### src/rtl/pipe_stage_register.sv
// Generic pipeline stage register: valid/ready handshake, two-entry skid,
// flush, and a saturating bubble counter. Bubbles drive a no-op control word.
`timescale 1ns/1ps
module pipe_stage_register #(
    parameter int unsigned DATA_W              = 96,
    parameter int unsigned CTRL_W              = 8,
    parameter int unsigned ADDR_W              = 5,
    parameter int unsigned NUM_ADDR            = 3,
    parameter logic [CTRL_W-1:0] NOOP_CTRL     = 8'h01,
    parameter int unsigned CNT_W               = 16
) (
    input  logic                       clk,
    input  logic                       rst_b,
    input  logic                       in_valid,
    output logic                       in_ready,
    input  logic [DATA_W-1:0]          in_data,
    input  logic [CTRL_W-1:0]          in_ctrl,
    input  logic [NUM_ADDR*ADDR_W-1:0] in_addr,
    input  logic                       flush,
    output logic                       out_valid,
    input  logic                       out_ready,
    output logic [DATA_W-1:0]          out_data,
    output logic [CTRL_W-1:0]          out_ctrl,
    output logic [NUM_ADDR*ADDR_W-1:0] out_addr,
    output logic [CNT_W-1:0]           bubble_count
);

    localparam int unsigned AW = NUM_ADDR * ADDR_W;

    logic              main_valid_q, main_valid_d;
    logic [DATA_W-1:0] main_data_q,  main_data_d;
    logic [CTRL_W-1:0] main_ctrl_q,  main_ctrl_d;
    logic [AW-1:0]     main_addr_q,  main_addr_d;
    logic              skid_valid_q, skid_valid_d;
    logic [DATA_W-1:0] skid_data_q,  skid_data_d;
    logic [CTRL_W-1:0] skid_ctrl_q,  skid_ctrl_d;
    logic [AW-1:0]     skid_addr_q,  skid_addr_d;
    logic [CNT_W-1:0]  bubble_q,     bubble_d;
    logic              accept;

    assign in_ready     = !skid_valid_q;
    assign accept       = in_valid && in_ready;
    assign out_valid    = main_valid_q;
    assign out_data     = main_data_q;
    assign out_ctrl     = main_valid_q ? main_ctrl_q : NOOP_CTRL;
    assign out_addr     = main_valid_q ? main_addr_q : '0;
    assign bubble_count = bubble_q;

    always_comb begin
        main_valid_d = main_valid_q;
        main_data_d  = main_data_q;
        main_ctrl_d  = main_ctrl_q;
        main_addr_d  = main_addr_q;
        skid_valid_d = skid_valid_q;
        skid_data_d  = skid_data_q;
        skid_ctrl_d  = skid_ctrl_q;
        skid_addr_d  = skid_addr_q;
        bubble_d     = bubble_q;

        if (flush) begin
            main_valid_d = 1'b0;
            skid_valid_d = 1'b0;
        end else if (main_valid_q && !out_ready) begin
            if (accept) begin
                skid_valid_d = 1'b1;
                skid_data_d  = in_data;
                skid_ctrl_d  = in_ctrl;
                skid_addr_d  = in_addr;
            end
        end else if (skid_valid_q) begin
            // in_ready is low here, so no accept can collide with the move
            main_valid_d = 1'b1;
            main_data_d  = skid_data_q;
            main_ctrl_d  = skid_ctrl_q;
            main_addr_d  = skid_addr_q;
            skid_valid_d = 1'b0;
        end else begin
            main_valid_d = accept;
            if (accept) begin
                main_data_d = in_data;
                main_ctrl_d = in_ctrl;
                main_addr_d = in_addr;
            end
        end

        if (out_ready && !main_valid_q && (bubble_q != '1)) begin
            bubble_d = bubble_q + CNT_W'(1);
        end
    end

    always_ff @(posedge clk or negedge rst_b) begin
        if (!rst_b) begin
            main_valid_q <= 1'b0;
            main_data_q  <= '0;
            main_ctrl_q  <= NOOP_CTRL;
            main_addr_q  <= '0;
            skid_valid_q <= 1'b0;
            skid_data_q  <= '0;
            skid_ctrl_q  <= NOOP_CTRL;
            skid_addr_q  <= '0;
            bubble_q     <= '0;
        end else begin
            main_valid_q <= main_valid_d;
            main_data_q  <= main_data_d;
            main_ctrl_q  <= main_ctrl_d;
            main_addr_q  <= main_addr_d;
            skid_valid_q <= skid_valid_d;
            skid_data_q  <= skid_data_d;
            skid_ctrl_q  <= skid_ctrl_d;
            skid_addr_q  <= skid_addr_d;
            bubble_q     <= bubble_d;
        end
    end

endmodule

### config.mk
export PLATFORM = sky130hd
export DESIGN_NAME = pipe_stage_register
export DESIGN_NICKNAME = d
export VERILOG_FILES = /design/src/rtl/pipe_stage_register.sv
export SDC_FILE = /design/constraint.sdc
export NUM_CORES = 1
export LEC_CHECK = 0
export ABC_CLOCK_PERIOD_IN_PS = 2800
export CORE_MARGIN = 2
export CORE_UTILIZATION = 54
export DETAILED_ROUTE_END_ITERATION = 16
export PLACE_DENSITY_LB_ADDON = 0.2
export SYNTH_ARGS = -nofsm -noshare
export SYNTH_HDL_FRONTEND = slang
export SYNTH_SLANG_ARGS = --single-unit
### constraint.sdc
create_clock -name clk -period 2.8 [get_ports clk]
set_input_delay 0.56 -clock clk [delete_from_list [all_inputs] [get_ports clk]]
set_output_delay 0.56 -clock clk [all_outputs]
set_load 0.01 [all_outputs]
# --- Yosys cells after proc, flatten, opt, wreduce, memory -nomap -nowiden ---
# Cells that the tools add are included.
totals:
  reg_bits: 256
  output_inout_bits: 137
  in_bits: 124
  word_cells: 39
  latch_bits: 0
  memories: 0
  ramBits: 0
  romBits: 0
op_classes:
  shift: 0
  n_mul: 0
  addsub: 1
  n_lt_le_gt_ge: 0
  eq_ne: 3
  n_bitwise: 2
  muxes: 14
  n_reduce_logical: 10
  div_mod_pow: 0
op_table:
  columns: ["op", "count"]
  rows:
  - ["two-way mux 96 bit", 2]
  - ["two-way mux 15 bit", 3]
  - ["two-way mux 8 bit", 3]
  - ["adder 16 x 1 -> 16 bit (second input constant)", 1]
  - ["inequality test 16 bit (second input constant)", 1]
  - ["two-way mux 1 bit", 6]
  - ["AND reduction 3 bit", 2]
  - ["logical AND 1 bit", 4]
  - ["logical NOT 1 bit", 3]
  - ["inequality test 3 bit (second input constant)", 1]
  - ["inequality test 2 bit (second input constant)", 1]
  - ["inverter 1 bit", 2]
  - ["nonzero test 2 bit", 1]

# --- Longest topological paths before layout ---
# Gate-level depths: netlist (run 1).
logic_depth:
  depth_word: 5
  depth_mapped: 7
  mapped_depth_nobuf: 5

# --- Worst setup path before layout (run 1) ---
# OpenSTA, ideal clock, no wires.
synth_timing:
  path_type: "reg2reg"
  start: "reg bubble_q[0], in the netlist bubble_count[0]"
  end: "reg bubble_q[1], in the netlist bubble_count[1]"
  arrival_ns: 1.500
  setup_ns: 0.125
  path_stages_with_launch: 6
  t_required_ns: 2.675
  synth_period_minus_slack_ns: 1.625
  n_path_buf: 0
  slack_ns: 1.175
  cell_sequence: "dfrtp_1 > ha_1 > and3_1 > nor4b_4 > nor3b_2 > mux2_4"
synth_between:
  elab_chain_len: 2
  elab_cells_between_ends: 3
  cone_classes: "1 x add/sub; 1 x eq/ne; 1 x reduce/logical"
synth_lines:
  columns: ["item", "line_no", "rtl"]
  rows:
  - ["start: declaration", "38", "logic [CNT_W-1:0] bubble_q, bubble_d;"]
  - ["start signal: assignment", "111", "bubble_q <= bubble_d;"]
  - ["parallel branches: the longest is 2 deep, another holds adder 16 x 1 -> 16 bit", null, null]
# Several ways; the timed one is not identified.
# A chain may end at the register's enable or synchronous reset.

# --- Worst setup path after layout (run 1) ---
layout_timing:
  start: "reg main_valid_q, in the netlist out_valid"
  end: "out out_addr[8]"
layout_between:
  elab_chain_len: 1
layout_lines:
  columns: ["item", "line_no", "rtl"]
  rows:
  - ["start: declaration", "30", "logic main_valid_q, main_valid_d;"]
  - ["start signal: assignment", "103", "main_valid_q <= main_valid_d;"]
  - ["two-way mux 15 bit", "46", "assign out_addr = main_valid_q ? main_addr_q : '0;"]
  - ["end: declaration", "24", "output logic [NUM_ADDR*ADDR_W-1:0] out_addr,"]
# Every way passes these cells.

==> flow_summary.ini, run 1 <==
[synthesis]
ys_async_sr_fraction_pct = 100
ys_ff_latch = 256
synth.area.top_cells = dfrtp_1 56%, mux2_4 15%, mux2i_1 11%, a21oi_1 5.4%, nor2_1 4.1%
synthXorXnorAreaFrac_pct = 0.769
ys_seq_area_share_pct = 56.3
synth_compound_area_share_pct = 5.65
yosys.area.top_type_share_pct = 55.8
synthesis.area_um2 = 11400
synth_ff_type = dfrtp_1
synth_fa_ha_area_share_pct = 0.110
ys.warnings.count = 0
syn_inst = 875
synth_top_family_by_area = multiplexers
synth-edff-count = 0
yosysUniqueCellTypes = 36
syn_nets = 1000
synthSimpleGateAreaFrac_pct = 7.77
synth.avg_cell_area_um2 = 13.0
synth.most_common_cell = dfrtp_1
yosys-top-cells-count = 254 x dfrtp_1, 125 x nor2_1, 122 x a21oi_1
synthMuxAreaShare_pct = 26.1
synth_top_cell_by_area = dfrtp_1

[global_routing]
overflow = 0
grt_max_degree = 107
grt_pass1_wl_mm = 40.8
grt_pass1_vias = 7754
antenna_found_initial = 0
grt_usage_pct = 23.0

[cts]
clk_latency_ns = 0.53
cts_buffers = 27
cts_tree = yes
postCtsSetupBuffers = 0
cts_buffer_depth = 3
htreeDepth = 1
clk_pin_slew_ns = 0.06
root_buffer = clkbuf_16
clock-sinks = 256
cts_resized = 0

[cells_and_area]
layout-area-overhead-vs-synth_pct = 35.2
postLayoutCellArea_um2 = 15400
final_layout_size_suffix_gt1_share_pct = 17.7
nets = 1265
diodes = 0

[critical_path]
cp_slowest_cell = clkdlybuf4s50_1
critPathMaxStageDelay_ns = 0.55
r2r_slack_ns = 0.76
cp.arrival_ns = 1.90
cp_cell_sequence = buf_12 -> and2_1 -> clkdlybuf4s50_1
path_class = register to output pin
cp_max_fo = 23
end_kind = output pin
crit_family = buffers and inverters
required_ns = 2.24
worstPathBufferInverterCount = 2
worstSetupStartpointType = register

[pwr]
peakVddDrop_v = 0.000597
leakagePower_nw = 6.66
power_density_nw_per_um2 = 731

[job]
maxCapViolCount = 0

[die]
std_cell_rows = 53
die_area_um2 = 22300
design.portCount = 261
die_height_um = 149
core_area_um2 = 20900
initial_core_util_pct = 54.5
die_x_um = 149

[timing]
tns_ns = 0
finalSetupViolations = 0
period_needed_ns = 2.46
worst_slack_ns = 0.340
finalMaxSlewViolations = 0
hold_viol = 0
rsz0062_at_grt = false
clock.fmax_mhz = 407
tightest_slew_ns = 0.830
fin_skew_ns = 0.0119
slew_headroom_pct = 44.7
fin_worst_hold_slack_ns = 0.503
period_share_pct = 87.8

[route]
wl_per_cell_um = 18.0
wirelength_mm = 25.8
vias_per_cell = 5.30
drt_iter0_markers = 353
ant_nets = 0
drc = 0
vias = 7616
drt-pass1-iter-count = 4

[hold_path]
hold_class = register to register

[status]
status = finished, final reports clean

[placement]
dpl-instance-area_um2 = 14400
dp_hpwl_mm = 17.1
dpl_worst_slack_ns = 0.365
io_buffers = 260
gp_congestion = 0.773
worst reg2reg max path, cell delays in order (launching register included):
cell and delay, ns:
dfrtp_4 0.62, nor2_1 0.28, nand3_4 0.29, buf_12 0.27, buf_12 0.17, mux2_4 0.30
worst paths after layout:
check                          startpoint          endpoint  cells after the start
max in group asynchronous           rst_b   skid_data_q[54]                      3
hold / removal             main_ctrl_q[0]    main_ctrl_q[0]                      2
hold reg to reg            main_ctrl_q[0]    main_ctrl_q[0]                      2
setup reg to reg             skid_valid_q   skid_data_q[10]                      5
min in group asynchronous           rst_b  bubble_count[14]                      2
setup / recovery                out_valid       out_addr[8]                      3
where the power goes:
group	internal [W]	switching, W
Clock	0.00241	0.00150
Combinational	0.00152	0.000862
Sequential	0.00448	0.000502
state kept, by name, summed over array words and instances, names as in the netlist:
signal and count:
out_valid 1, skid_valid_q 1, skid_data_q 96, skid_addr_q 15, skid_ctrl_q 8, out_data 96
bubble_count 16, main_addr_q 15, main_ctrl_q 8
per-stage QoR:
stage,instances,utilization [%],total power [W]
2_1_floorplan,875,-,0.00620
3_3_place_gp,1385,69.0,0.00731
3_5_place_dp,1385,69.0,0.00740
4_1_cts,1436,73.7,0.0114
5_1_grt,1436,73.7,0.0118
6_report,1436,73.7,0.0113
layout by cell type, fill, tap and decap left out, types with 7 or more instances in the layout:
| cell type | n |
|---|---|
| a21oi_1 | 122 |
| and2_1 | 23 |
| xnor2_1 | 8 |
| nand3_1 | 7 |
| mux2_4 | 111 |
| mux2i_1 | 120 |
| dfrtp_1 | 253 |
| buf_4 | 13 |
| mux2_2 | 9 |
| nor2_1 | 125 |
| buf_12 | 17 |
| clkbuf_16 | 27 |
| clkdlybuf4s50_1 | 259 |
layer usage:
layer | vias up | share of wire (%) | track usage [%]
li1 | 3586 | - | -
met1 | 3768 | 44 | 31.9
met5 | - | 0 | 0
met3 | 44 | 5.9 | 4.77
met2 | 218 | 48 | 37.2
met4 | 0 | 2.1 | 5.67
what timing repair did:
| item | 4_1_cts | 5_1_grt |
|---|---|---|
| endpoints found under the hold margin | 51 | 0 |
| hold buffers | 1 | 0 |
| setup endpoints to repair | 0 | 0 |
layout make-up:
cell class,count,area [µm²]
Clock buffer,34,732
Clock inverter,16,244
Fill cell,1454,5490
Inverter,1,3.75
Multi-Input combinational cell,563,4610
Sequential cell,256,6410
Tap cell,275,344
Timing Repair Buffer,291,3060
cells by family (layout without fill, tap and decap cells):
kind of cell | after synthesis | in the layout
AOI/OAI and AO/OA | 127 | 127
xor gates and xnor gates | 10 | 10
adders and majority gates | 1 | 1
buffers and inverters | 56 | 342
DFF | 256 | 256
muxes | 240 | 240
and+or+nand+nor | 185 | 185
No activity file was read; power rests on OpenSTA's default activity.
==> run 2: changes to the inputs <==
--- a/config.mk
+++ b/config.mk
@@ -9,6 +9,7 @@
 export CORE_MARGIN = 2
 export CORE_UTILIZATION = 54
 export DETAILED_ROUTE_END_ITERATION = 16
+export GPL_TIMING_DRIVEN = 0
 export PLACE_DENSITY_LB_ADDON = 0.2
 export SYNTH_ARGS = -nofsm -noshare
 export SYNTH_HDL_FRONTEND = slang
==> run 2 against run 1 <==
  * Sequential share of layout area up 0.089 points
  * Wire length rose by 6.4%
  * Flip-flop and latch count unchanged
  * Maximum frequency fell by 8.1%
  * Power shrank 0.92%
  * Worst hold slack lost 0.49 ns
  * Global-route usage grew 1.6 points
  * Cell count is 1.9% higher
  * Worst setup slack lost 0.22 ns
  * Critical path type unchanged
==> flow_summary.ini, run 2 (same netlist as run 1, synthesis figures left out) <==
[status]
status = finished, final reports clean

[cts]
postCtsSetupBuffers = 0
cts_buffer_depth = 3
hold_buffers = 0
cts_buffers = 28
htreeDepth = 1
cts_tree = yes
clk_latency_ns = 0.53
clk_pin_slew_ns = 0.06
clock-sinks = 256
root_buffer = clkbuf_16

[timing]
tightest_slew_ns = 0.777
clock.fmax_mhz = 374
period_needed_ns = 2.68
hold_viol = 0
rsz0062_at_grt = false
fin_skew_ns = 0.0108
finalSetupViolations = 0
tns_ns = 0
period_share_pct = 95.6
finalMaxSlewViolations = 0
slew_headroom_pct = 48.2

[die]
initial_core_util_pct = 54.5
design.portCount = 261
std_cell_rows = 53
die_x_um = 149
core_area_um2 = 20900
die_area_um2 = 22300
die_height_um = 149

[critical_path]
r2r_slack_ns = 0.93
setup.worst_path.end = in_ready
rr_worst_depth = 5
end_kind = output pin
path_class = register to output pin
crit_start = skid_valid_q
required_ns = 2.24
worstSetupStartpointType = register
reg2reg_from = out_valid
cp_max_fo = 10
r2r_end = out_data[83]
cp.arrival_ns = 2.12

[job]
maxCapViolCount = 0

[cells_and_area]
nets = 1292
register_area_um2 = 6410
instances_no_fill = 1464
final_layout_size_suffix_gt1_share_pct = 19.4
num-fill-cells = 1475
final_cell_mix = 259 x clkdlybuf4s50_1, 253 x dfrtp_1, 125 x nor2_1
multi_input_comb_area_um2 = 4600
layout-area-overhead-vs-synth_pct = 34.9
layout_commonest_cell = clkdlybuf4s50_1

[pwr]
peakVddDrop_v = 0.000442
leakagePower_nw = 6.74
power_density_nw_per_um2 = 726

[route]
vias = 7784
ant_nets = 0
drc = 0
vias_per_cell = 5.32
drt-pass1-iter-count = 4
wirelength_mm = 27.5
wl_per_cell_um = 18.8
drt_iter0_markers = 275

[hold_path]
hold_class = input port to async pin

[global_routing]
antenna_found_initial = 2
overflow = 0
grt_pass1_vias = 8205
grt_max_degree = 98
grt_pass1_wl_mm = 43.7
grt_usage_pct = 24.6

[placement]
dp_hpwl_mm = 18.4
gp_congestion = 0.786
placedCellCount = 1412
io_buffers = 260
==> run 2: changes by cell type in the layout (fill, tap and decap cells not counted), sizes merged <==
cell         delta
clkinvlp        -1
clkinv          +2
inv             -1
buf            +21
dlygate4sd3     -1
clkbuf         +10
bufinv          -3
diode           +1
==> run 2: worst min-delay path by stage <==
stage                          startpoint          endpoint  slack [ns]  cells past startpoint
after detailed placement  skid_data_q[41]   skid_data_q[41]        0.49                      1
after floorplan                     rst_b   bubble_count[0]        0.26                      0
after global placement     skid_addr_q[1]    skid_addr_q[1]        0.49                      1
after CTS                           rst_b  bubble_count[15]        0.02                      1
after global routing                rst_b  bubble_count[15]        0.04                      1
final                               rst_b  bubble_count[14]       0.009                      1
==> run 2: layer usage <==
layer	vias up	GRT usage, %	part of all wire [%]
li1	3626	-	-
met1	3915	33.3	43
met2	206	40.6	49
met3	35	5.87	6.6
met4	2	5.62	1.4
met5	-	0	0.047
==> run 2: layout make-up <==
class,count,share of cell area (%)
Antenna cell,1,0.0163
Buffer,55,2.50
Clock buffer,38,5.33
Clock inverter,13,0.912
Inverter,1,0.0244
Multi-Input combinational cell,563,29.9
Sequential cell,256,41.7
Tap cell,275,2.24
Timing Repair Buffer,262,17.3
==> run 2: what timing repair did <==
| item | 4_1_cts | 5_1_grt |
|---|---|---|
| cloned | 0 | 0 |
| endpoints found under the setup margin | 10 | 11 |
| resized for setup | 1 | 3 |
==> run 2: stage by stage <==
step	cell area, µm²	setup WS [ns]	hold slack, ns	util (%)	total power [W]
after floorplan	11400	1.17	0.264	-	0.00620
after global placement	14300	-9.98	0.487	68.6	0.00731
after detailed placement	14400	0.230	0.492	68.9	0.00740
after CTS	15400	0.0327	0.0231	73.5	0.0112
after global routing	15400	0.0202	0.0405	73.5	0.0117
final	15400	0.123	0.00887	73.5	0.0112
==> run 2: power by group <==
part,internal [W],switching [W]
combinational,0.00151,0.000890
sequential,0.00448,0.000492
clock,0.00231,0.00148
total,0.00830,0.00286
==> run 2: worst max-delay path: stages, from the launching register on <==
cell and delay [ns]:
dfrtp_1 0.31, buf_2 0.13, buf_2 0.28, clkbuf_4 0.32
inv_1 0.07, clkdlybuf4s50_1 0.48
==> run 3: changes to the inputs <==
--- a/config.mk
+++ b/config.mk
@@ -8,6 +8,7 @@
 export ABC_CLOCK_PERIOD_IN_PS = 2800
 export CORE_MARGIN = 2
 export CORE_UTILIZATION = 54
+export CTS_CLUSTER_SIZE = 25
 export DETAILED_ROUTE_END_ITERATION = 16
 export GPL_TIMING_DRIVEN = 0
 export PLACE_DENSITY_LB_ADDON = 0.2
==> results of run 3 <==
No change in the layout: final DEF, timing and power equal those of run 2.
